`config.mk`:
```
export PLATFORM = sky130hd
export DESIGN_NAME = sa_scan_chain_ctrl
export DESIGN_NICKNAME = d
export VERILOG_FILES = /design/src/rtl/sa_scan_pkg.sv /design/src/rtl/sa_scan_shreg.sv /design/src/rtl/sa_scan_chain_ctrl.sv
export SDC_FILE = /design/constraint.sdc
export NUM_CORES = 1
export LEC_CHECK = 0
export ABC_AREA = 1
export CORE_UTILIZATION = 55
export CTS_BUF_LIST = sky130_fd_sc_hd__clkbuf_2
export DETAILED_ROUTE_END_ITERATION = 10
export HOLD_SLACK_MARGIN = 0.02
export PLACE_DENSITY = 0.86
export RECOVER_POWER = 100
export SYNTH_ARGS = -nofsm -noshare
export SYNTH_HDL_FRONTEND = slang
export SYNTH_SLANG_ARGS = --single-unit
```
`constraint.sdc`:
```
create_clock -name CP -period 1.9 [get_ports CP]
set_input_delay 0.38 -clock CP [delete_from_list [all_inputs] [get_ports CP]]
set_output_delay 0.38 -clock CP [all_outputs]
set_load 0.01 [all_outputs]
```
`src/rtl/sa_scan_pkg.sv`:
```
// Shared types for the scan chain sequencing controller.
package sa_scan_pkg;

  typedef enum logic [2:0] {
    ST_IDLE,
    ST_SHIFT_IN,
    ST_CAPTURE,
    ST_SHIFT_OUT,
    ST_RESP
  } state_e;

endpackage

```
`src/rtl/sa_scan_shreg.sv`:
```
// Parallel-load shift register: serial-in at the MSB, shifts toward the LSB.
module sa_scan_shreg #(
  parameter int unsigned WIDTH = 32
) (
  input  logic             CP,
  input  logic             CDN,
  input  logic             load,
  input  logic             shift,
  input  logic             ser_in,
  input  logic [WIDTH-1:0] load_data,
  output logic [WIDTH-1:0] q
);

  logic [WIDTH-1:0] data_q;
  logic [WIDTH-1:0] data_d;

  always_comb begin
    data_d = data_q;
    if (load) begin
      data_d = load_data;
    end else if (shift) begin
      data_d = {ser_in, data_q[WIDTH-1:1]};
    end
  end

  always_ff @(posedge CP or negedge CDN) begin
    if (!CDN) begin
      data_q <= '0;
    end else begin
      data_q <= data_d;
    end
  end

  assign q = data_q;

endmodule

```
`src/rtl/sa_scan_chain_ctrl.sv`:
```
// Scan chain sequencer: shift a pattern in, optionally pulse capture, shift
// the chain back out and present it as a parallel response.
module sa_scan_chain_ctrl
  import sa_scan_pkg::*;
#(
  parameter int unsigned CHAIN_LEN  = 32,
  parameter int unsigned CAP_CYCLES = 1
) (
  input  logic                 CP,
  input  logic                 CDN,
  input  logic                 req_vld,
  output logic                 req_rdy,
  input  logic [CHAIN_LEN-1:0] req_pattern,
  input  logic                 req_capture,
  input  logic                 abort,
  output logic                 rsp_vld,
  input  logic                 rsp_rdy,
  output logic [CHAIN_LEN-1:0] rsp_data,
  output logic                 scan_en,
  output logic                 scan_in,
  input  logic                 scan_out,
  output logic                 busy
);

  localparam int unsigned CNT_MAX = (CAP_CYCLES > CHAIN_LEN) ? CAP_CYCLES : CHAIN_LEN;
  localparam int unsigned CNT_W   = $clog2(CNT_MAX + 1);

  state_e             state_q, state_d;
  logic [CNT_W-1:0]   cnt_q, cnt_d;
  logic               cap_q, cap_d;
  logic               req_rdy_q, req_rdy_d;
  logic               pat_load;
  logic [CHAIN_LEN-1:0] pat_q;
  logic               pat_unused;

  always_comb begin
    state_d  = state_q;
    cnt_d    = cnt_q;
    cap_d    = cap_q;
    pat_load = 1'b0;
    case (state_q)
      ST_IDLE: begin
        if (req_vld && req_rdy_q) begin
          state_d  = ST_SHIFT_IN;
          cnt_d    = CNT_W'(CHAIN_LEN);
          cap_d    = req_capture;
          pat_load = 1'b1;
        end
      end
      ST_SHIFT_IN: begin
        if (cnt_q == CNT_W'(1)) begin
          if (cap_q) begin
            state_d = ST_CAPTURE;
            cnt_d   = CNT_W'(CAP_CYCLES);
          end else begin
            state_d = ST_SHIFT_OUT;
            cnt_d   = CNT_W'(CHAIN_LEN);
          end
        end else begin
          cnt_d = cnt_q - CNT_W'(1);
        end
      end
      ST_CAPTURE: begin
        if (cnt_q == CNT_W'(1)) begin
          state_d = ST_SHIFT_OUT;
          cnt_d   = CNT_W'(CHAIN_LEN);
        end else begin
          cnt_d = cnt_q - CNT_W'(1);
        end
      end
      ST_SHIFT_OUT: begin
        if (cnt_q == CNT_W'(1)) begin
          state_d = ST_RESP;
          cnt_d   = '0;
        end else begin
          cnt_d = cnt_q - CNT_W'(1);
        end
      end
      ST_RESP: begin
        if (rsp_rdy) begin
          state_d = ST_IDLE;
        end
      end
      default: state_d = ST_IDLE;
    endcase
    // Abort overrides whatever the state decode above chose.
    if (abort && (state_q != ST_IDLE)) begin
      state_d = ST_IDLE;
      cnt_d   = '0;
    end
    // Registered ready keeps req_rdy low throughout reset and rises on the first edge after it.
    req_rdy_d = (state_d == ST_IDLE);
  end

  always_ff @(posedge CP or negedge CDN) begin
    if (!CDN) begin
      state_q   <= ST_IDLE;
      cnt_q     <= '0;
      cap_q     <= 1'b0;
      req_rdy_q <= 1'b0;
    end else begin
      state_q   <= state_d;
      cnt_q     <= cnt_d;
      cap_q     <= cap_d;
      req_rdy_q <= req_rdy_d;
    end
  end

  sa_scan_shreg #(.WIDTH(CHAIN_LEN)) u_pat (
    .CP        (CP),
    .CDN       (CDN),
    .load      (pat_load),
    .shift     (state_q == ST_SHIFT_IN),
    .ser_in    (1'b0),
    .load_data (req_pattern),
    .q         (pat_q)
  );

  sa_scan_shreg #(.WIDTH(CHAIN_LEN)) u_rsp (
    .CP        (CP),
    .CDN       (CDN),
    .load      (1'b0),
    .shift     (state_q == ST_SHIFT_OUT),
    .ser_in    (scan_out),
    .load_data ('0),
    .q         (rsp_data)
  );

  // Only the LSB of the pattern register drives the chain.
  assign pat_unused = ^pat_q[CHAIN_LEN-1:1];

  assign req_rdy = req_rdy_q;
  assign busy    = (state_q != ST_IDLE);
  assign rsp_vld = (state_q == ST_RESP);
  assign scan_en = (state_q == ST_SHIFT_IN) || (state_q == ST_SHIFT_OUT);
  assign scan_in = (state_q == ST_SHIFT_IN) && pat_q[0];

endmodule

```
### After elaboration in Yosys (flattened, before gate mapping)

Cells that the tools add are included.

* muxes and demuxes: 19
* reductions and logical operators: 11
* add/sub/neg operators: 1
* equality and inequality tests: 6

Operator list (count)
* 2-to-1 mux 32 bit: 2
* 2-to-1 mux 6 bit: 6
* case mux 6 bit (4 select lines): 1
* 2-to-1 mux 3 bit: 6
* case mux 3 bit (5 select lines): 1
* equality test 3 x 2 -> 1 bit, second input constant: 2
* equality test 6 x 1 -> 1 bit, second input constant: 1
* zero test 3 bit: 2
* subtractor 6 x 1 -> 6 bit, second input constant: 1
* nonzero test 5 bit: 1
* AND reduction 2 bit: 2
* equality test 3 x 1 -> 1 bit, second input constant: 1
* equality test 3 bit, second input constant: 1
* logical AND 1 bit: 3
* 2-to-1 mux 1 bit: 3
* inequality test 3 bit, second input constant: 1
* nonzero test 3 bit: 1
* nonzero test 2 bit: 1
* logical OR 1 bit: 1

* word-level logic and storage cells: 43
* bits in registers: 75

### Longest topological paths before layout

* word-level depth: 5
* mapped depth: 9
* mapped depth without buffers: 9

### Cells and area by module

Synthesis repeated with hierarchy kept, for this count alone.

* cells, all modules: 458
* area total of the unflattened synthesis: 3726.1 um2

Modules (own cells, without submodules)
* sa_scan_shreg: instances 2, area an instance 1508.9 um2, cells an instance 176
* sa_scan_chain_ctrl: instances 1, area an instance 708.2 um2, cells an instance 106

### Worst setup path after synthesis

Ideal clock, no wire load.

* path kind: register -> output
* start: reg state_q[0]
* end: out scan_in
* buffers on the path: 1
* data arrival time: 1036 ps
* cell stages (with the launch flop): 6
* slack: 484 ps
* data required time: 1520 ps
* cell sequence: dfrtp_1 inv_2 nor2_4 nand2_4 buf_6 nor2_1

* cells in the longest elaborated chain, start to end: 2

RTL lines
* from (decl): RTL line sa_scan_chain_ctrl.sv:28 `state_e state_q, state_d;`
* from (signal assigned): RTL line sa_scan_chain_ctrl.sv:102 `state_q <= state_d;`
* equality test 3 x 1 -> 1 bit: RTL line sa_scan_chain_ctrl.sv:136 `assign scan_in = (state_q == ST_SHIFT_IN) && pat_q[0];`
* logical AND 1 bit: RTL line sa_scan_chain_ctrl.sv:136
* to (decl): RTL line sa_scan_chain_ctrl.sv:20 `output logic scan_in,`

No other way between the ends.

### Final worst setup path

* start: reg state_q[0]
* end: out scan_en

* cells in the longest elaborated chain, start to end: 2

RTL lines
* equality test 3 x 1 -> 1 bit / equality test 3 x 2 -> 1 bit (equally long branches): RTL line sa_scan_chain_ctrl.sv:135 `assign scan_en = (state_q == ST_SHIFT_IN) || (state_q == ST_SHIFT_OUT);`
* logical OR 1 bit (*): RTL line sa_scan_chain_ctrl.sv:135
* to (decl): RTL line sa_scan_chain_ctrl.sv:19 `output logic scan_en,`

Mark *: on every way between the ends. The rest lies on a longest branch, timed or not.

==> impl_metrics.toml <==
[yosys]
synth_flop_cell = "dfrtp_1"
syn_avg_cell_area_sq_um = 8.933
synth_seq_cells = 75
synth.top_cell.area_share = 0.5429
synth.most_common_cell = "dfrtp_1"
synthTopCellsByCount = "dfrtp_1, o21ai_1, inv_1, nand2_1, o21ai_0"
yosys.area.top_type = "dfrtp_1"
ys_warn_count = 0
syn-cell-area_sq_mm = 0.003457
yosysSeqAreaShare = 0.5429
synth_async_sr_flop_share = 1.000
synth_area_leaders = "dfrtp_1, o21ai_1, inv_1"
synth_nets = 428
syn_inst = 387
synth_cell_types = 29
synth-edff-count = 0

[critical_path]
max_stage_delay_ns = 0.45
critPathArrivalTime_ns = 1.49
crit_buf_inv = 3
critPathLaunch = "state_q[0]"
r2r-start = "state_q[0]"
critical_path_class = "reg2out"
path_depth = 4
critPathTopFamily = "buffers and inverters"
critPathCaptureType = "output port"
crit_chain = "buf_4, inv_2, nor2_4, dlygate4sd2_1"
worst-endpoint-required_ns = 1.52
cp-start-kind = "register"
slowest_stage = "dfrtp_2"
rr_worst_depth = 9
crit_path_max_fanout = 3

[clocking]
clk_pin_slew_worst_paths_ns = 0.20
clk_latency_ns = 0.50
cts_sinks = 75
root_buffer = "clkbuf_2"
h-tree-depth = 3
cts_tree = "yes"
clk_path_buf_depth = 2
cts_buffers = 9

[timing]
fin_crit_sh = 0.9833
report.final.slew_viol_count = 0
grt_setup_unrepaired = "yes"
finalSetupViolations = 0
fin_worst_skew_ns = 0.01193
worst_pin_slew_ns = 1.120
setup_ws_ns = 0.03181
layout_min_cycle_time_ns = 1.868
fmax_ghz = 0.5353
finalHoldViolations = 0
slew_headroom = 0.2531

[pwr]
cellPowerDensity_mw_per_mm2 = 1747
power.switching_mw = 3.118
p_int_mw = 4.547
p_leak_nw = 2.127
seqPwrFrac = 0.367
finalPower_mw = 7.666
p_sw_frac = 0.4068
vdd_drop_max_v = 0.001092
p_comb_frac = 0.488
p_clk_frac = 0.145

[global_route]
antenna_found_initial = 0
grt_pass1_wl_um = 12520
grt-ovfl-total = 0
grt_pass1_vias = 2849
grt_use_total = 0.2513
grt_max_degree = 63

[floorplan]
pin_count = 76
die_x_um = 81.28
placementRows = 28
start_util = 0.5771
dieArea_sq_mm = 0.006606
die_h_um = 81.28
coreArea_sq_mm = 0.005991

[placed_design]
placed_area_sq_mm = 0.004218
placed_cells = 526
hpwlAfterDp_um = 5186
portBuffers = 75
place_ws_ns = 0.04192
routabilityCongestion = 0.8459

[drt]
first_pass_iters = 4
wire_per_inst_um = 13.81
viasPerCell = 5.271
ant_nets = 0
drt_iter0_drc = 172
drt-total-wl_um = 7598
drc = 0
via_count = 2899

[final_layout]
areaGrowthSynthToFinish_pct = 26.93
fin_nets = 511
fin_cells = 550
design_area_sq_mm = 0.004388
drive_gt1_frac = 0.1095
diodes = 0

[run_status]
outcome = "complete, no violations"

[worst_hold_path]
hold_start = "req_pattern[31]"
hold_class = "in2reg"
min_path_cells = 3

[flow_run]
cap_violations = 0
routing by layer:
| metal | vias to the layer above | wire length [um] | GRT usage |
|---|---|---|---|
| met2 | 87 | 3695 | 0.4025 |
| met3 | 16 | 405 | 0.05506 |
| met5 | - | 0 | 0 |
| met4 | 0 | 145 | 0.1179 |
| li1 | 1430 | - | - |
| met1 | 1366 | 3352 | 0.3242 |
final timing paths:
check	endpoint	slack (ns)
min in group asynchronous	u_rsp.q[14]	0.61
worst max-delay path	scan_en	0.03
worst min-delay path	u_pat.q[31]	0.43
worst max register to register	u_pat.q[25]	0.10
max in group asynchronous	state_q[0]	0.54
worst min register to register	u_pat.q[21]	0.54
layout make-up:
class	count	area, sq um
Clock inverter	7	106.4
Tap cell	75	93.84
Sequential cell	75	1881
Multi-Input combinational cell	230	1170
Timing Repair Buffer	90	849.6
Inverter	64	242.7
Fill cell	428	1603
Clock buffer	9	45.04
registers in the layout, indices dropped and copies added, names as in the netlist:
name	flops
u_pat.q	32
u_rsp.q	32
cnt_q	6
state_q	3
cap_q	1
req_rdy	1
stage by stage:
step                  util  hold WS (ns)   TNS, ns
global placement    0.7041        0.4113         0
finish              0.7325        0.4254         0
CTS                 0.7400        0.3827  -0.05984
floorplan                -       0.08441         0
global route        0.7325        0.4029   -0.1507
detailed placement  0.7041        0.4152         0
kinds of logic (layout without fill, tap and decap cells):
kind of cell    Yosys count  after routing  synth area share
fa+ha+maj                 2              2          0.007237
mux                       2              2          0.006514
compound gates          129            129            0.1954
simple gates             97             97            0.1310
flops                    75             75            0.5429
buf+inv                  82            170            0.1169
power groups by stage:
stage          registers [mW]  logic (mW)  clock network [mW]
2_1_floorplan            2.91        2.44                   0
3_3_place_gp             2.83        3.60                   0
3_5_place_dp             2.85        3.77                   0
4_1_cts                  2.81        3.90                1.11
5_1_grt                  2.90        4.20                1.18
6_report                 2.81        3.74                1.11
layout by cell type, fill, tap and decap left out, types with 2 or more instances in the layout:
cell type,count
o22ai_1,3
dfrtp_2,3
inv_2,4
buf_4,7
bufinv_16,3
nand2_4,2
o21ai_2,2
nand2_1,45
clkbuf_1,2
nor2_4,3
clkdlybuf4s25_1,7
ha_1,2
a21oi_1,18
clkinv_1,3
clkbuf_2,15
mux2_2,2
o21ai_0,48
clkdlybuf4s50_1,62
nand4_1,3
nand2_2,3
nand3_1,10
dfrtp_1,72
a22oi_1,2
buf_6,2
inv_1,59
nor2_1,27
o211ai_1,2
o21ai_1,52
a31oi_1,2
what timing repair did:
item,CTS,global route
hold endpoints to repair,44,0
gates resized for setup,14,12
setup buffers,7,0
pin swaps,2,0
hold buffers,1,0
cloned,0,0
endpoints found under the setup margin,4,12
worst min-delay path: stages:
cell and delay [ns]:
clkdlybuf4s50_1 0.40, nand2_1 0.08, o21ai_2 0.05
No activity file was read; power rests on OpenSTA's default activity.
